### src/rtl/mem_exception_commit_if.sv
`default_nettype none
// ============================================================================
//  Module      : mem_exception_commit_pkg / mem_exception_commit_if
//  Description : Shared exception-flag type and the bus interface between
//                the EXE/MEM boundary, the CP0 update port and the fetch
//                redirect port of mem_exception_commit.
//                master : EXE-side / environment driver (EXE_*, MEM_Stall,
//                         CP0_EPC, IF_RedirectAck out; MEM/CP0 results in)
//                slave  : mem_exception_commit itself
//  Revision    : 1.0 - initial release
// ============================================================================

package mem_exception_commit_pkg;

  // Merged EXE exception flags, listed from highest to lowest priority.
  typedef struct packed {
    logic interrupt;
    logic wrong_address_in_if;
    logic tlb_refill_in_if;
    logic tlb_invalid_in_if;
    logic coprocessor_unusable;
    logic reserved_instruction;
    logic overflow;
    logic trap;
    logic syscall;
    logic break_exc;
    logic rd_wrong_address_in_mem;
    logic wr_wrong_address_in_mem;
    logic rd_tlb_refill_in_mem;
    logic wr_tlb_refill_in_mem;
    logic rd_tlb_invalid_in_mem;
    logic wr_tlb_invalid_in_mem;
    logic tlb_modified;
    logic eret;
    logic refetch;
  } except_in_pipe_t;

endpackage

interface mem_exception_commit_if;
  import mem_exception_commit_pkg::*;

  // EXE stage inputs
  logic            EXE_Valid;
  except_in_pipe_t EXE_ExceptType_final;
  logic [31:0]     EXE_PC;
  logic [31:0]     EXE_ALUOut;
  logic            EXE_IsInDelaySlot;
  logic            MEM_Stall;
  logic [31:0]     CP0_EPC;
  logic            IF_RedirectAck;

  // MEM / redirect / CP0 results
  logic            MEM_Valid;
  logic            MEM_Flush;
  logic [31:0]     MEM_RedirectPC;
  logic            CP0_ExcWr;
  logic [4:0]      CP0_ExcCode;
  logic [31:0]     CP0_EPCOut;
  logic            CP0_BD;
  logic            CP0_BadVAddrWr;
  logic [31:0]     CP0_BadVAddr;
  logic            CP0_EretWr;

  modport master (
    output EXE_Valid, EXE_ExceptType_final, EXE_PC, EXE_ALUOut,
           EXE_IsInDelaySlot, MEM_Stall, CP0_EPC, IF_RedirectAck,
    input  MEM_Valid, MEM_Flush, MEM_RedirectPC, CP0_ExcWr, CP0_ExcCode,
           CP0_EPCOut, CP0_BD, CP0_BadVAddrWr, CP0_BadVAddr, CP0_EretWr
  );

  modport slave (
    input  EXE_Valid, EXE_ExceptType_final, EXE_PC, EXE_ALUOut,
           EXE_IsInDelaySlot, MEM_Stall, CP0_EPC, IF_RedirectAck,
    output MEM_Valid, MEM_Flush, MEM_RedirectPC, CP0_ExcWr, CP0_ExcCode,
           CP0_EPCOut, CP0_BD, CP0_BadVAddrWr, CP0_BadVAddr, CP0_EretWr
  );

endinterface

`default_nettype wire

### src/rtl/mem_exception_commit.sv
`default_nettype none
// ============================================================================
//  Module      : mem_exception_commit
//  Description : MEM-stage exception commit. Registers the EXE exception
//                vector, PC, data address and delay-slot flag, prioritises
//                the flags, issues a one-shot CP0 update (or ERET) request,
//                drives the redirect PC and holds MEM_Flush until fetch
//                acknowledges the redirect.
//  Ports       : clk, rst (async, active-high)
//                bus (mem_exception_commit_if.slave): EXE inputs, MEM_Stall,
//                CP0_EPC, IF_RedirectAck in; MEM_Valid, MEM_Flush,
//                MEM_RedirectPC and CP0_* update request out.
//  Options     : MEM_REFETCH_EN - when defined the Refetch flag flushes and
//                redirects to the MEM PC; when undefined it is ignored.
//  Revision    : 1.0 - initial release
// ============================================================================

module mem_exception_commit
  import mem_exception_commit_pkg::*;
#(
  parameter logic [31:0] EXC_VEC_BASE    = 32'hBFC0_0380,
  parameter logic [31:0] REFILL_VEC_BASE = 32'hBFC0_0200
) (
  input  logic                  clk,
  input  logic                  rst,
  mem_exception_commit_if.slave bus
);

  typedef enum logic [0:0] {
    IDLE  = 1'b0,
    FLUSH = 1'b1
  } state_t;

  localparam logic [1:0] BADV_NONE = 2'd0;
  localparam logic [1:0] BADV_PC   = 2'd1;
  localparam logic [1:0] BADV_ALU  = 2'd2;

  state_t          state_q, state_d;
  logic            mem_valid_q, mem_valid_d;
  except_in_pipe_t mem_exc_q, mem_exc_d;
  logic [31:0]     mem_pc_q, mem_pc_d;
  logic [31:0]     mem_alu_q, mem_alu_d;
  logic            mem_bd_q, mem_bd_d;
  logic            reported_q, reported_d;
  logic [31:0]     redirect_pc_q, redirect_pc_d;

  except_in_pipe_t exc_live;
  logic            pri_exc;
  logic            pri_eret;
  logic            pri_refetch;
  logic            pri_refill;
  logic [4:0]      pri_code;
  logic [1:0]      pri_badv_sel;
  logic            decision;
  logic            pulse;
  logic            exc_wr;
  logic [31:0]     redirect_calc;

  // Refetch only participates when the feature is built in.
  always_comb begin
`ifdef MEM_REFETCH_EN
    exc_live = mem_exc_q;
`else
    exc_live         = mem_exc_q;
    exc_live.refetch = 1'b0;
`endif
  end

  // Fixed-priority encoder, first match wins.
  always_comb begin
    pri_exc      = 1'b0;
    pri_eret     = 1'b0;
    pri_refetch  = 1'b0;
    pri_refill   = 1'b0;
    pri_code     = 5'd0;
    pri_badv_sel = BADV_NONE;
    if (exc_live.interrupt) begin
      pri_exc = 1'b1; pri_code = 5'd0;
    end else if (exc_live.wrong_address_in_if) begin
      pri_exc = 1'b1; pri_code = 5'd4; pri_badv_sel = BADV_PC;
    end else if (exc_live.tlb_refill_in_if) begin
      pri_exc = 1'b1; pri_code = 5'd2; pri_badv_sel = BADV_PC; pri_refill = 1'b1;
    end else if (exc_live.tlb_invalid_in_if) begin
      pri_exc = 1'b1; pri_code = 5'd2; pri_badv_sel = BADV_PC;
    end else if (exc_live.coprocessor_unusable) begin
      pri_exc = 1'b1; pri_code = 5'd11;
    end else if (exc_live.reserved_instruction) begin
      pri_exc = 1'b1; pri_code = 5'd10;
    end else if (exc_live.overflow) begin
      pri_exc = 1'b1; pri_code = 5'd12;
    end else if (exc_live.trap) begin
      pri_exc = 1'b1; pri_code = 5'd13;
    end else if (exc_live.syscall) begin
      pri_exc = 1'b1; pri_code = 5'd8;
    end else if (exc_live.break_exc) begin
      pri_exc = 1'b1; pri_code = 5'd9;
    end else if (exc_live.rd_wrong_address_in_mem) begin
      pri_exc = 1'b1; pri_code = 5'd4; pri_badv_sel = BADV_ALU;
    end else if (exc_live.wr_wrong_address_in_mem) begin
      pri_exc = 1'b1; pri_code = 5'd5; pri_badv_sel = BADV_ALU;
    end else if (exc_live.rd_tlb_refill_in_mem) begin
      pri_exc = 1'b1; pri_code = 5'd2; pri_badv_sel = BADV_ALU; pri_refill = 1'b1;
    end else if (exc_live.wr_tlb_refill_in_mem) begin
      pri_exc = 1'b1; pri_code = 5'd3; pri_badv_sel = BADV_ALU; pri_refill = 1'b1;
    end else if (exc_live.rd_tlb_invalid_in_mem) begin
      pri_exc = 1'b1; pri_code = 5'd2; pri_badv_sel = BADV_ALU;
    end else if (exc_live.wr_tlb_invalid_in_mem) begin
      pri_exc = 1'b1; pri_code = 5'd3; pri_badv_sel = BADV_ALU;
    end else if (exc_live.tlb_modified) begin
      pri_exc = 1'b1; pri_code = 5'd1; pri_badv_sel = BADV_ALU;
    end else if (exc_live.eret) begin
      pri_eret = 1'b1;
    end else if (exc_live.refetch) begin
      pri_refetch = 1'b1;
    end
  end

  assign decision = (state_q == IDLE) && mem_valid_q && (pri_exc || pri_eret || pri_refetch);
  // A stalled decision cycle repeats; the sticky bit keeps CP0 side effects one-shot.
  assign pulse    = decision && !reported_q;
  assign exc_wr   = pulse && pri_exc;

  always_comb begin
    redirect_calc = EXC_VEC_BASE;
    if (pri_eret) begin
      redirect_calc = bus.CP0_EPC;
    end else if (pri_refetch) begin
      redirect_calc = mem_pc_q;
    end else if (pri_refill) begin
      redirect_calc = REFILL_VEC_BASE;
    end
  end

  // Next-state and MEM register update.
  always_comb begin
    state_d       = state_q;
    mem_valid_d   = mem_valid_q;
    mem_exc_d     = mem_exc_q;
    mem_pc_d      = mem_pc_q;
    mem_alu_d     = mem_alu_q;
    mem_bd_d      = mem_bd_q;
    reported_d    = reported_q;
    redirect_pc_d = redirect_pc_q;

    case (state_q)
      IDLE: begin
        if (decision) begin
          // Latch the target once so a later CP0_EPC change cannot move it.
          if (!reported_q) begin
            redirect_pc_d = redirect_calc;
          end
          if (bus.MEM_Stall) begin
            reported_d = 1'b1;
          end else begin
            reported_d  = 1'b0;
            mem_valid_d = 1'b0;
            mem_exc_d   = '0;
            mem_pc_d    = 32'd0;
            mem_alu_d   = 32'd0;
            mem_bd_d    = 1'b0;
            state_d     = bus.IF_RedirectAck ? IDLE : FLUSH;
          end
        end else if (!bus.MEM_Stall) begin
          mem_valid_d = bus.EXE_Valid;
          mem_exc_d   = bus.EXE_ExceptType_final;
          mem_pc_d    = bus.EXE_PC;
          mem_alu_d   = bus.EXE_ALUOut;
          mem_bd_d    = bus.EXE_IsInDelaySlot;
        end
      end
      FLUSH: begin
        reported_d  = 1'b0;
        mem_valid_d = 1'b0;
        mem_exc_d   = '0;
        mem_pc_d    = 32'd0;
        mem_alu_d   = 32'd0;
        mem_bd_d    = 1'b0;
        if (bus.IF_RedirectAck) begin
          state_d = IDLE;
        end
      end
      default: state_d = IDLE;
    endcase
  end

  always_ff @(posedge clk or posedge rst) begin
    if (rst) begin
      state_q       <= IDLE;
      mem_valid_q   <= 1'b0;
      mem_exc_q     <= '0;
      mem_pc_q      <= 32'd0;
      mem_alu_q     <= 32'd0;
      mem_bd_q      <= 1'b0;
      reported_q    <= 1'b0;
      redirect_pc_q <= 32'd0;
    end else begin
      state_q       <= state_d;
      mem_valid_q   <= mem_valid_d;
      mem_exc_q     <= mem_exc_d;
      mem_pc_q      <= mem_pc_d;
      mem_alu_q     <= mem_alu_d;
      mem_bd_q      <= mem_bd_d;
      reported_q    <= reported_d;
      redirect_pc_q <= redirect_pc_d;
    end
  end

  // Outputs
  assign bus.MEM_Valid      = mem_valid_q;
  assign bus.MEM_Flush      = decision || (state_q == FLUSH);
  assign bus.MEM_RedirectPC = (state_q == FLUSH) ? redirect_pc_q :
                              decision ? (reported_q ? redirect_pc_q : redirect_calc) :
                              32'd0;
  assign bus.CP0_ExcWr      = exc_wr;
  assign bus.CP0_EretWr     = pulse && pri_eret;
  assign bus.CP0_ExcCode    = exc_wr ? pri_code : 5'd0;
  assign bus.CP0_EPCOut     = exc_wr ? (mem_bd_q ? (mem_pc_q - 32'd4) : mem_pc_q) : 32'd0;
  assign bus.CP0_BD         = exc_wr && mem_bd_q;
  assign bus.CP0_BadVAddrWr = exc_wr && (pri_badv_sel != BADV_NONE);
  assign bus.CP0_BadVAddr   = !exc_wr                 ? 32'd0    :
                              (pri_badv_sel == BADV_PC)  ? mem_pc_q  :
                              (pri_badv_sel == BADV_ALU) ? mem_alu_q :
                              32'd0;

endmodule

`default_nettype wire

### src/flat_wrapper.sv
// flat-port wrapper written by rule: the top's interface ports become plain ports
module mem_exception_commit_flat import mem_exception_commit_pkg::*;
#(
  parameter logic [31:0] EXC_VEC_BASE    = 32'hBFC0_0380,
  parameter logic [31:0] REFILL_VEC_BASE = 32'hBFC0_0200
)
  (clk, rst, bus_EXE_Valid, bus_EXE_ExceptType_final, bus_EXE_PC, bus_EXE_ALUOut, bus_EXE_IsInDelaySlot, bus_MEM_Stall, bus_CP0_EPC, bus_IF_RedirectAck, bus_MEM_Valid, bus_MEM_Flush, bus_MEM_RedirectPC, bus_CP0_ExcWr, bus_CP0_ExcCode, bus_CP0_EPCOut, bus_CP0_BD, bus_CP0_BadVAddrWr, bus_CP0_BadVAddr, bus_CP0_EretWr);
  mem_exception_commit_if bus_i ();
  input  logic clk;
  input  logic rst;
  input wire logic [$bits(bus_i.EXE_Valid)-1:0] bus_EXE_Valid;
  input wire logic [$bits(bus_i.EXE_ExceptType_final)-1:0] bus_EXE_ExceptType_final;
  input wire logic [$bits(bus_i.EXE_PC)-1:0] bus_EXE_PC;
  input wire logic [$bits(bus_i.EXE_ALUOut)-1:0] bus_EXE_ALUOut;
  input wire logic [$bits(bus_i.EXE_IsInDelaySlot)-1:0] bus_EXE_IsInDelaySlot;
  input wire logic [$bits(bus_i.MEM_Stall)-1:0] bus_MEM_Stall;
  input wire logic [$bits(bus_i.CP0_EPC)-1:0] bus_CP0_EPC;
  input wire logic [$bits(bus_i.IF_RedirectAck)-1:0] bus_IF_RedirectAck;
  output wire logic [$bits(bus_i.MEM_Valid)-1:0] bus_MEM_Valid;
  output wire logic [$bits(bus_i.MEM_Flush)-1:0] bus_MEM_Flush;
  output wire logic [$bits(bus_i.MEM_RedirectPC)-1:0] bus_MEM_RedirectPC;
  output wire logic [$bits(bus_i.CP0_ExcWr)-1:0] bus_CP0_ExcWr;
  output wire logic [$bits(bus_i.CP0_ExcCode)-1:0] bus_CP0_ExcCode;
  output wire logic [$bits(bus_i.CP0_EPCOut)-1:0] bus_CP0_EPCOut;
  output wire logic [$bits(bus_i.CP0_BD)-1:0] bus_CP0_BD;
  output wire logic [$bits(bus_i.CP0_BadVAddrWr)-1:0] bus_CP0_BadVAddrWr;
  output wire logic [$bits(bus_i.CP0_BadVAddr)-1:0] bus_CP0_BadVAddr;
  output wire logic [$bits(bus_i.CP0_EretWr)-1:0] bus_CP0_EretWr;
  assign bus_i.EXE_Valid = bus_EXE_Valid;
  assign bus_i.EXE_ExceptType_final = bus_EXE_ExceptType_final;
  assign bus_i.EXE_PC = bus_EXE_PC;
  assign bus_i.EXE_ALUOut = bus_EXE_ALUOut;
  assign bus_i.EXE_IsInDelaySlot = bus_EXE_IsInDelaySlot;
  assign bus_i.MEM_Stall = bus_MEM_Stall;
  assign bus_i.CP0_EPC = bus_CP0_EPC;
  assign bus_i.IF_RedirectAck = bus_IF_RedirectAck;
  assign bus_MEM_Valid = bus_i.MEM_Valid;
  assign bus_MEM_Flush = bus_i.MEM_Flush;
  assign bus_MEM_RedirectPC = bus_i.MEM_RedirectPC;
  assign bus_CP0_ExcWr = bus_i.CP0_ExcWr;
  assign bus_CP0_ExcCode = bus_i.CP0_ExcCode;
  assign bus_CP0_EPCOut = bus_i.CP0_EPCOut;
  assign bus_CP0_BD = bus_i.CP0_BD;
  assign bus_CP0_BadVAddrWr = bus_i.CP0_BadVAddrWr;
  assign bus_CP0_BadVAddr = bus_i.CP0_BadVAddr;
  assign bus_CP0_EretWr = bus_i.CP0_EretWr;
  mem_exception_commit #(.EXC_VEC_BASE(EXC_VEC_BASE), .REFILL_VEC_BASE(REFILL_VEC_BASE)) u_core (.clk(clk), .rst(rst), .bus(bus_i));
endmodule
### config.mk
export PLATFORM = sky130hd
export DESIGN_NAME = mem_exception_commit_flat
export DESIGN_NICKNAME = d
export VERILOG_FILES = /design/src/rtl/mem_exception_commit_if.sv /design/src/rtl/mem_exception_commit.sv /design/src/flat_wrapper.sv
export SDC_FILE = /design/constraint.sdc
export NUM_CORES = 1
export LEC_CHECK = 0
export CORE_AREA = 2 2 138 113
export DETAILED_ROUTE_END_ITERATION = 6
export DIE_AREA = 0 0 140 115
export GPL_ROUTABILITY_DRIVEN = 0
export GPL_TIMING_DRIVEN = 0
export PLACE_DENSITY = 0.81
export SLEW_MARGIN = 5
export SYNTH_ARGS = -nofsm -noshare
export SYNTH_HDL_FRONTEND = slang
export SYNTH_SLANG_ARGS = --single-unit
### constraint.sdc
create_clock -name clk -period 5.5 [get_ports clk]
set_clock_uncertainty 0.15 [all_clocks]
set_input_delay 1.1 -clock clk [delete_from_list [all_inputs] [get_ports clk]]
set_output_delay 1.1 -clock clk [all_outputs]
set_load 0.05 [all_outputs]
* Yosys cells after proc, flatten, opt, wreduce, memory -nomap -nowiden
Cells that the tools add are included.
** Cells by class
- Bitwise gates (word level) :: 1
- Multiply operators :: 0
- Magnitude comparators :: 0
- Equality and inequality tests :: 4
- Shift-type cells :: 0
- $add $sub $neg :: 1
- Div/mod/pow operators :: 0
- Reduce and logical (&&, ||, !) cells :: 12
- Multiplexer cells :: 119
** Operator list (count)
- 32-bit two-way mux :: 14
- 32-bit case mux with 2 select lines :: 2
- 5-bit two-way mux :: 17
- 1-bit two-way mux :: 60
- 19-bit two-way mux :: 3
- 19-bit case mux with 2 select lines :: 1
- 2-bit two-way mux :: 17
- 32-bit by 3-bit subtractor with 32-bit output (second input constant) :: 1
- 9-bit two-way mux :: 1
- 1-bit case mux with 2 select lines :: 4
- 1-bit logical AND :: 7
- 2-bit by 1-bit == test with 1-bit output (second input constant) :: 1
- 2-bit == test (second input constant) :: 1
- 1-bit logical OR :: 2
- 2-bit by 1-bit != test with 1-bit output (second input constant) :: 1
- 2-bit != test (second input constant) :: 1
- 2-bit AND reduction :: 1
- 2-bit nonzero test :: 1
- 1-bit logical NOT :: 1
- 1-bit inverter :: 1
** Storage, ports and cells
- Word-level logic and storage cells :: 162
- ROM bits :: 0
- Memories :: 0
- Bits in writable memories :: 0
- Latch bits :: 0
- Input bits :: 121
- Register bits :: 118

* Depth between registers and ports, before layout
- Depth in word-level cells :: 23
- Mapped depth :: 8

* Worst setup path after synthesis
Ideal clock, no wire load.
- Path kind :: register -> output
- From :: register u_core.mem_valid_q, in the netlist u_core.bus.MEM_Valid
- To :: output port bus_CP0_ExcCode[0]
- Setup slack :: 0.559 ns
- Arrival :: 3.691 ns
- Buffers on the path :: 1
- Stages on the path, launching flop included :: 5
- Cells stage by stage :: dfrtp_1 -> and2_1 -> o21ai_1 -> buf_6 -> a2111oi_0
** Between the ends
- Word-level cells in the longest chain between the ends :: 5
** Ends and longest elaborated chain
- from (decl) :: RTL line mem_exception_commit.sv:39 : logic mem_valid_q, mem_valid_d;
- from (signal assigned) :: RTL line mem_exception_commit.sv:198 : mem_valid_q <= mem_valid_d;
- 1-bit logical AND (2 in series) :: RTL line mem_exception_commit.sv:118 : assign decision = (state_q == IDLE) && mem_valid_q && (pri_exc || pri_eret || pri_refetch);
- 1-bit logical AND :: RTL line mem_exception_commit.sv:120 : assign pulse = decision && !reported_q;
- 1-bit logical AND :: RTL line mem_exception_commit.sv:121 : assign exc_wr = pulse && pri_exc;
- 5-bit two-way mux :: RTL line mem_exception_commit.sv:216 : assign bus.CP0_ExcCode = exc_wr ? pri_code : 5'd0;
- to (decl) :: RTL line flat_wrapper.sv:23 : output wire logic [$bits(bus_i.CP0_ExcCode)-1:0] bus_CP0_ExcCode;
No other way between the ends.

* Worst setup path after layout
- From :: register u_core.mem_bd_q
- To :: output port bus_CP0_EPCOut[15]
** Between the ends
- Word-level cells in the longest chain between the ends :: 2
** Ends and longest elaborated chain
- from (decl) :: RTL line mem_exception_commit.sv:43 : logic mem_bd_q, mem_bd_d;
- from (signal assigned) :: RTL line mem_exception_commit.sv:202 : mem_bd_q <= mem_bd_d;
- 32-bit two-way mux (2 in series) :: RTL line mem_exception_commit.sv:217 : assign bus.CP0_EPCOut = exc_wr ? (mem_bd_q ? (mem_pc_q - 32'd4) : mem_pc_q) : 32'd0;
- to (decl) :: RTL line flat_wrapper.sv:24 : output wire logic [$bits(bus_i.CP0_EPCOut)-1:0] bus_CP0_EPCOut;
No other way between the ends.

==> out/metrics.csv <==
metric,value,unit
crit path launch type,flip-flop,
Clock Pin Slew Worst Setup and Hold Paths,0.05,ns
Hold Slack,0.316,ns
share of cells above drive strength 1,0.0645,
Final period util,0.946,
die area,0.0161,sq mm
reg2reg end,u_core.redirect_pc_q[30],
I/O Pins,228,
worst setup path startpoint,u_core.mem_bd_q,
Sequential cell area,0.00295,sq mm
Die Ht,115,um
CP Capture Point,bus_CP0_EPCOut[15],
hold crit path type,reg -> reg,
drt first pass iters,7,
Synth Area in Compound Gates,0.195,
Gate Count Post-Synth,797,
CTS Sinks,118,
# Post-CTS Setup Buffers,0,
Global Route Usage Sum,0.282,
cell with the most instances after synthesis,nand2_1,
ANT nets after route,0,
Core ar.,0.0148,sq mm
Post-synth ARST share,1.00,
"Avg Cell Area, Syn",8.49,sq um
DRC,14,
reg2reg start,u_core.exc_live[3],
pwr dens,334,mW/mm^2
Setup-failing EPs final,0,
failing checks,DRC,
diodes inserted,0,
final setup TNS,0,ns
Yosys top cell area share,0.436,
via count,7055,
Yosys cell types,48,
area share of fa/ha/maj cells after synthesis,0.00185,
ys flop type,dfrtp_1,
Layout fillers,1242,
r2r setup slk,2.56,ns
Tot Pwr,0.00329,W
drt initial violations,704,
max-cap viol count,0,
utilization after layout,0.668,
R2R cell count,6,
DR WL/cell,18.2,um
first-pass GRT wire length,35200,um
Hold Crit Depth,2,
post-synthesis mux area share,0.00296,
worst slew pin tran,0.883,ns
Total Wirelength,22600,um
floorplan row count,40,
#FFs+latches synth,118,
via-per-instance ratio,5.68,
root buf cell,clkbuf_16,
Ys Warns,0,
Starting Density,0.458,
CTS tree,done,
Worst EP arrival,3.95,ns
nets,1163,
# H-tree levels,4,
vias in the first global route,6627,
"Seq/Total Area, Yosys",0.436,
worst rel slew slack,0.396,
Multi-input gate area,0.00348,sq mm
Inst Count DP,1211,
clk_lat worst skew,0.41,ns
P&R area growth vs syn,45.7,%
mapped cell area,0.00677,sq mm
Synth Area in Simple Gates,0.282,
syn_nets,919,
final hold viol count,0,
CTS resizes,0,
Yosys top cell by area,dfrtp_1,
final std cells w/o fill,1243,
Post-synth EDFFs,0,
antenna violations before repair,0,
total CTS buffers,17,
most frequent cells after synthesis,"130 x nand2_1, 118 x dfrtp_1, 93 x a21oi_1",
Leak,4.01,nW
Post-Synth XOR/XNOR Area,0.0311,
Max Freq,192,MHz
Max Buffers Root-to-Sink,2,
Critical Path Fanout Max,10,
max-slew violations,0,
Max VDD drop,0.000221,V
main combinational cell family by area after synthesis,simple AND/OR/NAND/NOR gates,
Die X,140,um
GRT overflow,0,
min Tclk post-route,5.20,ns
crit path capture type,output pin,
top post-synthesis cells by area,"dfrtp_1 44%, nand3b_1 9.3%, nand2_1 7.2%",
number of port buffers,224,
Critical Path RT,4.25,ns
unrepaired setup endpoints after global routing,false,
detailed placement HPWL,16900,um
largest net degree at the start of global routing,89,
outcome,finished with violations,
CTS Hold Bufs,0,
critical path type,reg -> out,
-- critical path, stage by stage (launching register included) --
cell             delay, ns
dfrtp_1               0.33
clkbuf_1              0.32
nor4b_1               0.77
nand3_1               0.28
clkbuf_1              0.34
or3_1                 0.40
xor2_1                0.15
nor2_1                0.12
clkdlybuf4s50_1       0.82
-- cell usage in the layout (no fill, tap or decap), types with 5 or more instances in the layout --
master / count
clkdlybuf4s50_1: 224
clkinv_2: 7
nand3_1: 23
a22o_1: 19
a21o_1: 24
or2_2: 5
or3_1: 10
nor3_1: 11
nor2_1: 76
clkbuf_16: 17
a22oi_1: 32
nor4_1: 11
nand2_1: 130
inv_1: 6
xor2_1: 6
o21ai_0: 6
nand3b_1: 84
buf_2: 14
xnor2_1: 18
dfrtp_1: 118
a21oi_1: 93
clkbuf_1: 52
o21a_1: 10
-- per-layer routing --
| metal | up-vias | GRT usage | part of all wire |
|---|---|---|---|
| li1 | 3289 | - | - |
| met1 | 3359 | 0.405 | 0.45 |
| met2 | 370 | 0.426 | 0.44 |
| met3 | 37 | 0.0700 | 0.092 |
| met4 | 0 | 0.0848 | 0.019 |
| met5 | - | 0 | 0 |
-- flip-flops by register name (all words and copies together) (netlist names) --
name / count
u_core.bus.MEM_Valid: 1
u_core.exc_live: 18
u_core.mem_alu_q: 32
u_core.mem_bd_q: 1
u_core.mem_pc_q: 32
u_core.redirect_pc_q: 32
u_core.reported_q: 1
u_core.state_q: 1
-- cell type report --
type | instances | area share
plain buffers | 71 | 0.0321
clock buffers | 22 | 0.0481
clock inverters | 10 | 0.0104
inverters | 7 | 0.00317
multi-input cells | 601 | 0.353
flip-flops and latches | 118 | 0.299
well taps | 189 | 0.0240
repair buffers | 225 | 0.230
-- through the flow --
step	setup WS (ns)	cell area, sq um
4_1_cts	0.220	9850
6_report	0.296	9860
5_1_grt	0.0603	9860
3_5_place_dp	0.687	9280
2_1_floorplan	0.559	6770
3_3_place_gp	-0.655	9250
-- logic make-up (layout without fill, tap and decap cells) --
kind of cell / Yosys count / after routing
compound gates: 201 / 201
other cells: 1 / 1
xor+xnor: 24 / 24
fa+ha+maj: 1 / 1
mux: 2 / 2
buf+inv: 78 / 335
simple gates: 372 / 372
flops: 118 / 118
-- report_power, final --
| group | switching [W] | leakage [nW] | internal (W) | total (W) |
|---|---|---|---|---|
| clock | 0.000392 | 0.289 | 0.000696 | 0.00109 |
| combinational | 0.000650 | 2.20 | 0.000418 | 0.00107 |
| sequential | 0.000128 | 1.52 | 0.00101 | 0.00113 |
| total | 0.00117 | 4.01 | 0.00212 | 0.00329 |
-- how the worst min path moves through the flow --
stage | to | slack, ns | from
2_1_floorplan | u_core.redirect_pc_q[0] | 0.29 | u_core.redirect_pc_q[0]
3_3_place_gp | u_core.redirect_pc_q[20] | 0.30 | u_core.redirect_pc_q[20]
3_5_place_dp | u_core.redirect_pc_q[19] | 0.31 | u_core.redirect_pc_q[19]
4_1_cts | u_core.redirect_pc_q[19] | 0.32 | u_core.redirect_pc_q[19]
5_1_grt | u_core.redirect_pc_q[31] | 0.34 | u_core.redirect_pc_q[31]
6_report | u_core.redirect_pc_q[20] | 0.32 | u_core.redirect_pc_q[20]
Power figures use the tool's default switching activity.
